`config.mk`:
```
export PLATFORM = sky130hd
export DESIGN_NAME = axi_lite_mem_arbiter
export DESIGN_NICKNAME = d
export VERILOG_FILES = /design/src/rtl/axi_lite_mem_arbiter.sv
export SDC_FILE = /design/constraint.sdc
export NUM_CORES = 1
export LEC_CHECK = 0
export ABC_AREA = 0
export CORE_AREA = 4 4 204 206
export CTS_CLUSTER_DIAMETER = 30
export CTS_CLUSTER_SIZE = 14
export DETAILED_ROUTE_END_ITERATION = 12
export DIE_AREA = 0 0 208 210
export GPL_TIMING_DRIVEN = 0
export PLACE_DENSITY_LB_ADDON = 0.12
export SLEW_MARGIN = 20
export SYNTH_ARGS = -nofsm -noshare
export SYNTH_HDL_FRONTEND = slang
export SYNTH_SLANG_ARGS = --single-unit
```
`constraint.sdc`:
```
create_clock -name clk -period 5.4 [get_ports clk]
set_input_delay 0.54 -clock clk [delete_from_list [all_inputs] [get_ports clk]]
set_output_delay 0.54 -clock clk [all_outputs]
set_load 0.02 [all_outputs]
```
`src/rtl/axi_lite_mem_arbiter.sv`:
```
// axi_lite_mem_arbiter
// Shares one AXI-lite RAM slave port between the IFU (read only) and the
// LSU (read + write). One transaction is in flight at a time; the grant is
// held from the address handshake through the response handshake.
module axi_lite_mem_arbiter #(
    parameter int ADDR_W   = 32,
    parameter int DATA_W   = 64,
    parameter int PRIO_LSU = 1
) (
    input  logic                  clk,
    input  logic                  resetn,
    // IFU read channels
    input  logic                  ifu_arvalid,
    input  logic [ADDR_W-1:0]     ifu_araddr,
    output logic                  ifu_arready,
    output logic                  ifu_rvalid,
    output logic [DATA_W-1:0]     ifu_rdata,
    output logic [1:0]            ifu_rresp,
    input  logic                  ifu_rready,
    // LSU read channels
    input  logic                  lsu_arvalid,
    input  logic [ADDR_W-1:0]     lsu_araddr,
    output logic                  lsu_arready,
    output logic                  lsu_rvalid,
    output logic [DATA_W-1:0]     lsu_rdata,
    output logic [1:0]            lsu_rresp,
    input  logic                  lsu_rready,
    // LSU write channels
    input  logic                  lsu_awvalid,
    input  logic [ADDR_W-1:0]     lsu_awaddr,
    output logic                  lsu_awready,
    input  logic                  lsu_wvalid,
    input  logic [DATA_W-1:0]     lsu_wdata,
    input  logic [DATA_W/8-1:0]   lsu_wstrb,
    output logic                  lsu_wready,
    output logic                  lsu_bvalid,
    output logic [1:0]            lsu_bresp,
    input  logic                  lsu_bready,
    // RAM slave side
    output logic                  m_arvalid,
    output logic [ADDR_W-1:0]     m_araddr,
    input  logic                  m_arready,
    input  logic                  m_rvalid,
    input  logic [DATA_W-1:0]     m_rdata,
    input  logic [1:0]            m_rresp,
    output logic                  m_rready,
    output logic                  m_awvalid,
    output logic [ADDR_W-1:0]     m_awaddr,
    input  logic                  m_awready,
    output logic                  m_wvalid,
    output logic [DATA_W-1:0]     m_wdata,
    output logic [DATA_W/8-1:0]   m_wstrb,
    input  logic                  m_wready,
    input  logic                  m_bvalid,
    input  logic [1:0]            m_bresp,
    output logic                  m_bready,
    // observability
    output logic [1:0]            grant,
    output logic                  busy
);

    localparam logic [2:0] ST_IDLE = 3'd0;
    localparam logic [2:0] ST_IR_A = 3'd1;
    localparam logic [2:0] ST_IR_D = 3'd2;
    localparam logic [2:0] ST_LR_A = 3'd3;
    localparam logic [2:0] ST_LR_D = 3'd4;
    localparam logic [2:0] ST_LW_A = 3'd5;
    localparam logic [2:0] ST_LW_B = 3'd6;

    localparam logic LSU_FIRST = (PRIO_LSU != 0) ? 1'b1 : 1'b0;

    // Grant encoding seen by observers for a given state.
    function automatic logic [1:0] grant_of(input logic [2:0] st);
        case (st)
            ST_IR_A, ST_IR_D: grant_of = 2'b01;
            ST_LR_A, ST_LR_D: grant_of = 2'b10;
            ST_LW_A, ST_LW_B: grant_of = 2'b11;
            default:          grant_of = 2'b00;
        endcase
    endfunction

    logic [2:0] state_r, state_nxt_s;
    logic       last_lsu_r, last_lsu_nxt_s;   // 1: last grant went to LSU
    logic       aw_done_r, aw_done_nxt_s;
    logic       w_done_r, w_done_nxt_s;
    logic [1:0] grant_r;
    logic       busy_r;
    logic       lsu_req_s;
    logic       lsu_win_s;
    logic       aw_fin_s;
    logic       w_fin_s;

    assign lsu_req_s = lsu_awvalid | lsu_arvalid;
    // With round-robin, the LSU only loses a conflict if it was served last.
    assign lsu_win_s = lsu_req_s & (LSU_FIRST | ~ifu_arvalid | ~last_lsu_r);
    assign aw_fin_s  = aw_done_r | m_awready;
    assign w_fin_s   = w_done_r | m_wready;

    // Next-state, last-grant and write-handshake flag computation.
    always_comb begin
        state_nxt_s    = state_r;
        last_lsu_nxt_s = last_lsu_r;
        aw_done_nxt_s  = aw_done_r;
        w_done_nxt_s   = w_done_r;
        case (state_r)
            ST_IDLE: begin
                if (lsu_win_s) begin
                    last_lsu_nxt_s = 1'b1;
                    aw_done_nxt_s  = 1'b0;
                    w_done_nxt_s   = 1'b0;
                    state_nxt_s    = lsu_awvalid ? ST_LW_A : ST_LR_A;
                end else if (ifu_arvalid) begin
                    last_lsu_nxt_s = 1'b0;
                    state_nxt_s    = ST_IR_A;
                end else begin
                    state_nxt_s    = ST_IDLE;
                end
            end
            ST_IR_A: begin
                if (m_arready) state_nxt_s = ST_IR_D;
                else           state_nxt_s = ST_IR_A;
            end
            ST_IR_D: begin
                if (m_rvalid & ifu_rready) state_nxt_s = ST_IDLE;
                else                       state_nxt_s = ST_IR_D;
            end
            ST_LR_A: begin
                if (m_arready) state_nxt_s = ST_LR_D;
                else           state_nxt_s = ST_LR_A;
            end
            ST_LR_D: begin
                if (m_rvalid & lsu_rready) state_nxt_s = ST_IDLE;
                else                       state_nxt_s = ST_LR_D;
            end
            ST_LW_A: begin
                // AW and W complete independently; both done (possibly in the same cycle) moves on.
                if (aw_fin_s & w_fin_s) begin
                    state_nxt_s   = ST_LW_B;
                    aw_done_nxt_s = 1'b0;
                    w_done_nxt_s  = 1'b0;
                end else begin
                    aw_done_nxt_s = aw_fin_s;
                    w_done_nxt_s  = w_fin_s;
                end
            end
            ST_LW_B: begin
                if (m_bvalid & lsu_bready) state_nxt_s = ST_IDLE;
                else                       state_nxt_s = ST_LW_B;
            end
            default: begin
                state_nxt_s = ST_IDLE;
            end
        endcase
    end

    // State, arbitration history and observability registers.
    always_ff @(posedge clk or negedge resetn) begin
        if (!resetn) begin
            state_r    <= ST_IDLE;
            last_lsu_r <= 1'b0;
            aw_done_r  <= 1'b0;
            w_done_r   <= 1'b0;
            grant_r    <= 2'b00;
            busy_r     <= 1'b0;
        end else begin
            state_r    <= state_nxt_s;
            last_lsu_r <= last_lsu_nxt_s;
            aw_done_r  <= aw_done_nxt_s;
            w_done_r   <= w_done_nxt_s;
            grant_r    <= grant_of(state_nxt_s);
            busy_r     <= (state_nxt_s != ST_IDLE);
        end
    end

    assign grant = grant_r;
    assign busy  = busy_r;

    // Channel steering: only the granted master sees the slave's handshakes.
    always_comb begin
        ifu_arready = 1'b0;
        ifu_rvalid  = 1'b0;
        ifu_rdata   = {DATA_W{1'b0}};
        ifu_rresp   = 2'b00;
        lsu_arready = 1'b0;
        lsu_rvalid  = 1'b0;
        lsu_rdata   = {DATA_W{1'b0}};
        lsu_rresp   = 2'b00;
        lsu_awready = 1'b0;
        lsu_wready  = 1'b0;
        lsu_bvalid  = 1'b0;
        lsu_bresp   = 2'b00;
        m_arvalid   = 1'b0;
        m_araddr    = {ADDR_W{1'b0}};
        m_rready    = 1'b0;
        m_awvalid   = 1'b0;
        m_awaddr    = {ADDR_W{1'b0}};
        m_wvalid    = 1'b0;
        m_wdata     = {DATA_W{1'b0}};
        m_wstrb     = {(DATA_W/8){1'b0}};
        m_bready    = 1'b0;
        case (state_r)
            ST_IR_A: begin
                m_arvalid   = 1'b1;
                m_araddr    = ifu_araddr;
                ifu_arready = m_arready;
            end
            ST_IR_D: begin
                ifu_rvalid = m_rvalid;
                ifu_rdata  = m_rdata;
                ifu_rresp  = m_rresp;
                m_rready   = ifu_rready;
            end
            ST_LR_A: begin
                m_arvalid   = 1'b1;
                m_araddr    = lsu_araddr;
                lsu_arready = m_arready;
            end
            ST_LR_D: begin
                lsu_rvalid = m_rvalid;
                lsu_rdata  = m_rdata;
                lsu_rresp  = m_rresp;
                m_rready   = lsu_rready;
            end
            ST_LW_A: begin
                m_awvalid   = ~aw_done_r;
                m_awaddr    = lsu_awaddr;
                lsu_awready = ~aw_done_r & m_awready;
                m_wvalid    = ~w_done_r;
                m_wdata     = lsu_wdata;
                m_wstrb     = lsu_wstrb;
                lsu_wready  = ~w_done_r & m_wready;
            end
            ST_LW_B: begin
                lsu_bvalid = m_bvalid;
                lsu_bresp  = m_bresp;
                m_bready   = lsu_bready;
            end
            default: begin
                m_arvalid = 1'b0;
            end
        endcase
    end

endmodule

```
# --- Yosys cells after proc, flatten, opt, wreduce, memory -nomap -nowiden ---
# Cells that the tools add are included.
# W data, S select, Z words.
classes:
  n_eq_ne: 13
  mux: 37
  n_bitwise: 11
  reduce_logical: 8
op_table:
  columns: ["operator", "n"]
  rows:
  - ["$mux W64", 3]
  - ["$pmux W32 S2", 1]
  - ["$mux W32", 1]
  - ["$pmux W3 S7", 1]
  - ["$eq A3 B3 Y1 const B", 6]
  - ["$mux W3", 6]
  - ["$mux W1", 15]
  - ["$eq A3 B2 Y1 const B", 4]
  - ["$mux W2", 5]
  - ["$mux W8", 1]
  - ["$reduce_or A2 Y1", 4]
  - ["$and A1 B1 Y1", 6]
  - ["$eq A3 B1 Y1 const B", 2]
  - ["$pmux W1 S2", 3]
  - ["$pmux W2 S3", 1]
  - ["$logic_not A3 Y1", 1]
  - ["$or A1 B1 Y1", 3]
  - ["$reduce_bool A3 Y1", 1]
  - ["$ne A2 B2 Y1 const B", 1]
  - ["$not A1 Y1", 2]
  - ["$reduce_and A2 Y1", 1]
  - ["$reduce_bool A2 Y1", 1]
totals:
  regBits: 8
  output_inout_bits: 285
  word_cells: 74

# --- Longest topological paths before layout ---
logic_depth:
  ltp_word: 7
  ltp_mapped: 8
  depth_no_buf: 7

# --- Worst setup path after synthesis ---
# No wires, ideal clock.
synth_timing:
  path_kind: "flip-flop to flip-flop"
  from: "reg state_r[2]"
  to: "reg grant_r[1], in the netlist grant[1]"
  t_arrival_ns: 2.013
  required_time_ns: 5.275
  setup_slack_ns: 3.261
  path_stages_with_launch: 9
  n_path_buf: 2
  synth_period_minus_slack_ns: 2.139
  path_cell_list: "dfrtp_1 buf_2 nor3b_2 clkbuf_2 a21oi_1 o211a_1 ha_1 or3_1 mux2_4"
synth_between:
  elab_chain_len: 5
  elab_cells_between_ends: 19
  cone_classes: "12 x eq/ne; 3 x mux; 4 x reduce/logical"
synth_rtl:
  columns: ["element", "line_no", "text"]
  rows:
  - ["start: declaration", "82", "logic [2:0] state_r, state_nxt_s;"]
  - ["start signal: assignment", "166", "state_r <= state_nxt_s;"]
  - ["$eq A3 B3 Y1, or another cell as far along", "105", "case (state_r)"]
  - ["$pmux W3 S7 (*)", "105", null]
  - ["$eq A3 B3 Y1, or another cell as far along", "74", "case (st)"]
  - ["$reduce_or A2 Y1", "74", null]
  - ["$pmux W2 S3 (*)", "74", null]
  - ["end signal: assignment", "170", "grant_r <= grant_of(state_nxt_s);"]
  - ["end: declaration", "86", "logic [1:0] grant_r;"]
# Every way passes the cells marked *; elsewhere a longest branch is shown, timed or not.
# A chain may end at the register's enable or synchronous reset.

# --- Final worst setup path ---
layout_timing:
  from: "reg state_r[2]"
  to: "out ifu_rdata[57]"
layout_between:
  elab_chain_len: 2
layout_rtl:
  columns: ["element", "line_no", "text"]
  rows:
  - ["$eq A3 B2 Y1", "201", "case (state_r)"]
  - ["$mux W64", "201", null]
  - ["end: declaration", "17", "output logic [DATA_W-1:0] ifu_rdata,"]
# No other way between the ends.

==> results_dict.tcl <==
set metrics [dict create \
    outcome "finished clean" \
    die_area_um2 43680 \
    cts_tree "built" \
    cts.repair.resized 0 \
    synth-edff-count 0 \
    fp-row-count 73 \
    relSlewSlack 0.5964 \
    fin_crit_sh 0.5989 \
    hold_viol 0 \
    drive_gt1_frac 0.02232 \
    synth_ff_type "dfrtp_1" \
    intPower_mw 1.471 \
    syn_avg_cell_area_um2 6.617 \
    insertion_delay_ps 230 \
    fin_nets 1197 \
    ctsHoldBuffers 0 \
    ff2ff_path_depth 8 \
    p_sw_frac 0.4961 \
    coreArea_um2 39640 \
    synth-seq-area-share 0.07470 \
    gp_congestion 0.7570 \
    viasPerCell 3.110 \
    postCtsSetupRepairBufs 0 \
    wl_per_cell_um 17.02 \
    drtIter0Drc 140 \
    syn-num-nets 659 \
    grt_antenna_before_repair 1 \
    worstHoldPathType "reg2reg" \
    multi_input_area_um2 2307 \
    pwr-share-clk 0.042 \
    seq_area_um2 200.2 \
    routed_wl_um 24980 \
    skew_ps 1.939 \
    drt_first_pass_iters 4 \
    p_leak_nw 3.269 \
    nFillCells 4403 \
    vias 4566 \
    cp.required_ps 4860 \
    synth_largest_area_cell "and2_1" \
    die_w_um 208 \
    worst_slew_pin_slew_ps 602.8 \
    die_y_um 210 \
    drc 0 \
    p_switching_mw 1.448 \
    final.setup.tns_ps 0 \
    hold_ws_ps 532.0 \
    start_kind "register" \
    power_frac_comb 0.920 \
    grt_max_degree 11 \
    setup-violations-final 0 \
    grt_pass1_wl_um 34850 \
    critical_path_class "reg2out" \
    ys_ff_latch 8 \
    area_delta_synth_final_pct 226.6 \
    powerDensity_nw_per_um2 333.4 \
    async_flop_share 1.000 \
    irDropWorstVdd_uv 95.33 \
    synth_top_area_share 0.5696 \
    final_cells 1468 \
    ant_nets 0 \
    yosysWarnings 0 \
    placed_cells 1463 \
    gr-total-overflow 0 \
    cp_max_fo 10 \
    max-cap-violations 0 \
    numCtsBuffers 3 \
    p_seq_frac 0.038 \
    start_util 0.06761 \
    h-tree-depth 1 \
    ys_types 33 \
    max_freq_mhz 309.2 \
    syn_inst 405 \
    crit_path_end_kind "primary output" \
    syn_area_um2 2680 \
    grt_pass1_vias 4752 \
    clkSlewWorstSetupHoldPaths_ps 40 \
    grt_usage 0.1051 \
    netlist_top_cells_area "and2_1 57%, mux2i_1 12%, dfrtp_1 7.5%" \
    hpwl_um 22810 \
    crit_arrival_ps 2690 \
    numClockSinks 8 \
    final_util 0.2208 \
    clock-root-buffer "clkbuf_16" \
    hold_depth 1 \
    rsz0062_at_grt "false" \
    io_pins 535 \
    clockBufferDepth 2 \
    io_buffer_count 533 \
    maxSlewViolCount 0 \
    period_needed_ps 3234 \
]
## worst paths after layout
kind | from | to | slack, ps
min in group asynchronous | resetn | busy | 600
hold / removal | aw_done_r | aw_done_r | 530
setup reg to reg | state_r[2] | grant[1] | 2720
hold reg to reg | aw_done_r | aw_done_r | 530
max in group asynchronous | resetn | state_r[1] | 4530
setup / recovery | state_r[2] | ifu_rdata[57] | 2170
## cell usage in the layout, fill, tap and decap left out, types with 2 or more instances in the layout
| cell | instances |
|---|---|
| dfrtp_1 | 8 |
| buf_2 | 7 |
| inv_1 | 3 |
| ha_1 | 4 |
| and3b_1 | 2 |
| nand2_1 | 7 |
| clkdlybuf4s50_1 | 533 |
| clkbuf_1 | 22 |
| a21oi_1 | 3 |
| a22o_1 | 2 |
| and2_1 | 244 |
| mux2i_1 | 32 |
| and3_1 | 2 |
| diode_2 | 2 |
| clkbuf_2 | 5 |
| nand2b_1 | 2 |
| clkbuf_16 | 3 |
| nor2_1 | 44 |
## per-stage QoR
step                      setup slack (ps)  area, um2  total power, mW
after floorplan                       3261       2680            1.451
after global placement                2269       8672            2.883
after detailed placement              2257       8672            2.858
after CTS                             2022       8747            2.996
after global routing                  1896       8750            3.135
final                                 2166       8752            2.918
## logic make-up after synthesis
group           synth area share
mux                       0.1251
simple gates              0.6737
fa+ha+maj                0.01867
compound gates           0.04015
buf+inv                  0.06442
xor+xnor                0.003269
flops                    0.07470
## routing by layer
metal  global-route usage  vias to the layer above  routed length (um)
li1                     -                     2336                   -
met1               0.1161                     1994                9282
met2               0.2093                      222               13930
met3              0.02381                       14                1485
met4              0.01359                        0                 279
met5                    0                        -                   0
## worst max-delay path: stages, from the launching register on
cell	delay, ps
dfrtp_1	370
buf_2	190
nor3b_2	520
clkbuf_2	340
clkbuf_2	250
and2_1	160
clkdlybuf4s50_1	630
## registers in the layout (all words and copies together), names as in the netlist
signal / flops
aw_done_r: 1
busy: 1
grant: 2
state_r: 3
w_done_r: 1
## power groups by stage
stage | Clock [mW] | Sequential (mW) | Combinational [mW]
after CTS | 0.127 | 0.112 | 2.76
after detailed placement | 0 | 0.112 | 2.75
after global routing | 0.130 | 0.115 | 2.89
after floorplan | 0 | 0.120 | 1.33
after global placement | 0 | 0.114 | 2.77
final | 0.123 | 0.112 | 2.68
## Yosys cell counts, drive strengths merged (2+ instances only)
cell and count:
and2 244, nor2 44, mux2i 32, clkbuf 27
buf 9, dfrtp 8, nand2 7, ha 4
a21oi 3, inv 3, a22o 2, and3 2
and3b 2, nand2b 2
## area by class of cell
cell class | count | share of cell area
Inverter | 3 | 0.001287
Multi-Input combinational cell | 358 | 0.2636
Sequential cell | 8 | 0.02287
Buffer | 36 | 0.01844
Tap cell | 525 | 0.07505
Antenna cell | 2 | 0.0005718
Timing Repair Buffer | 533 | 0.6096
Clock buffer | 3 | 0.008578
Note: power is estimated with default switching activity, not from simulation.
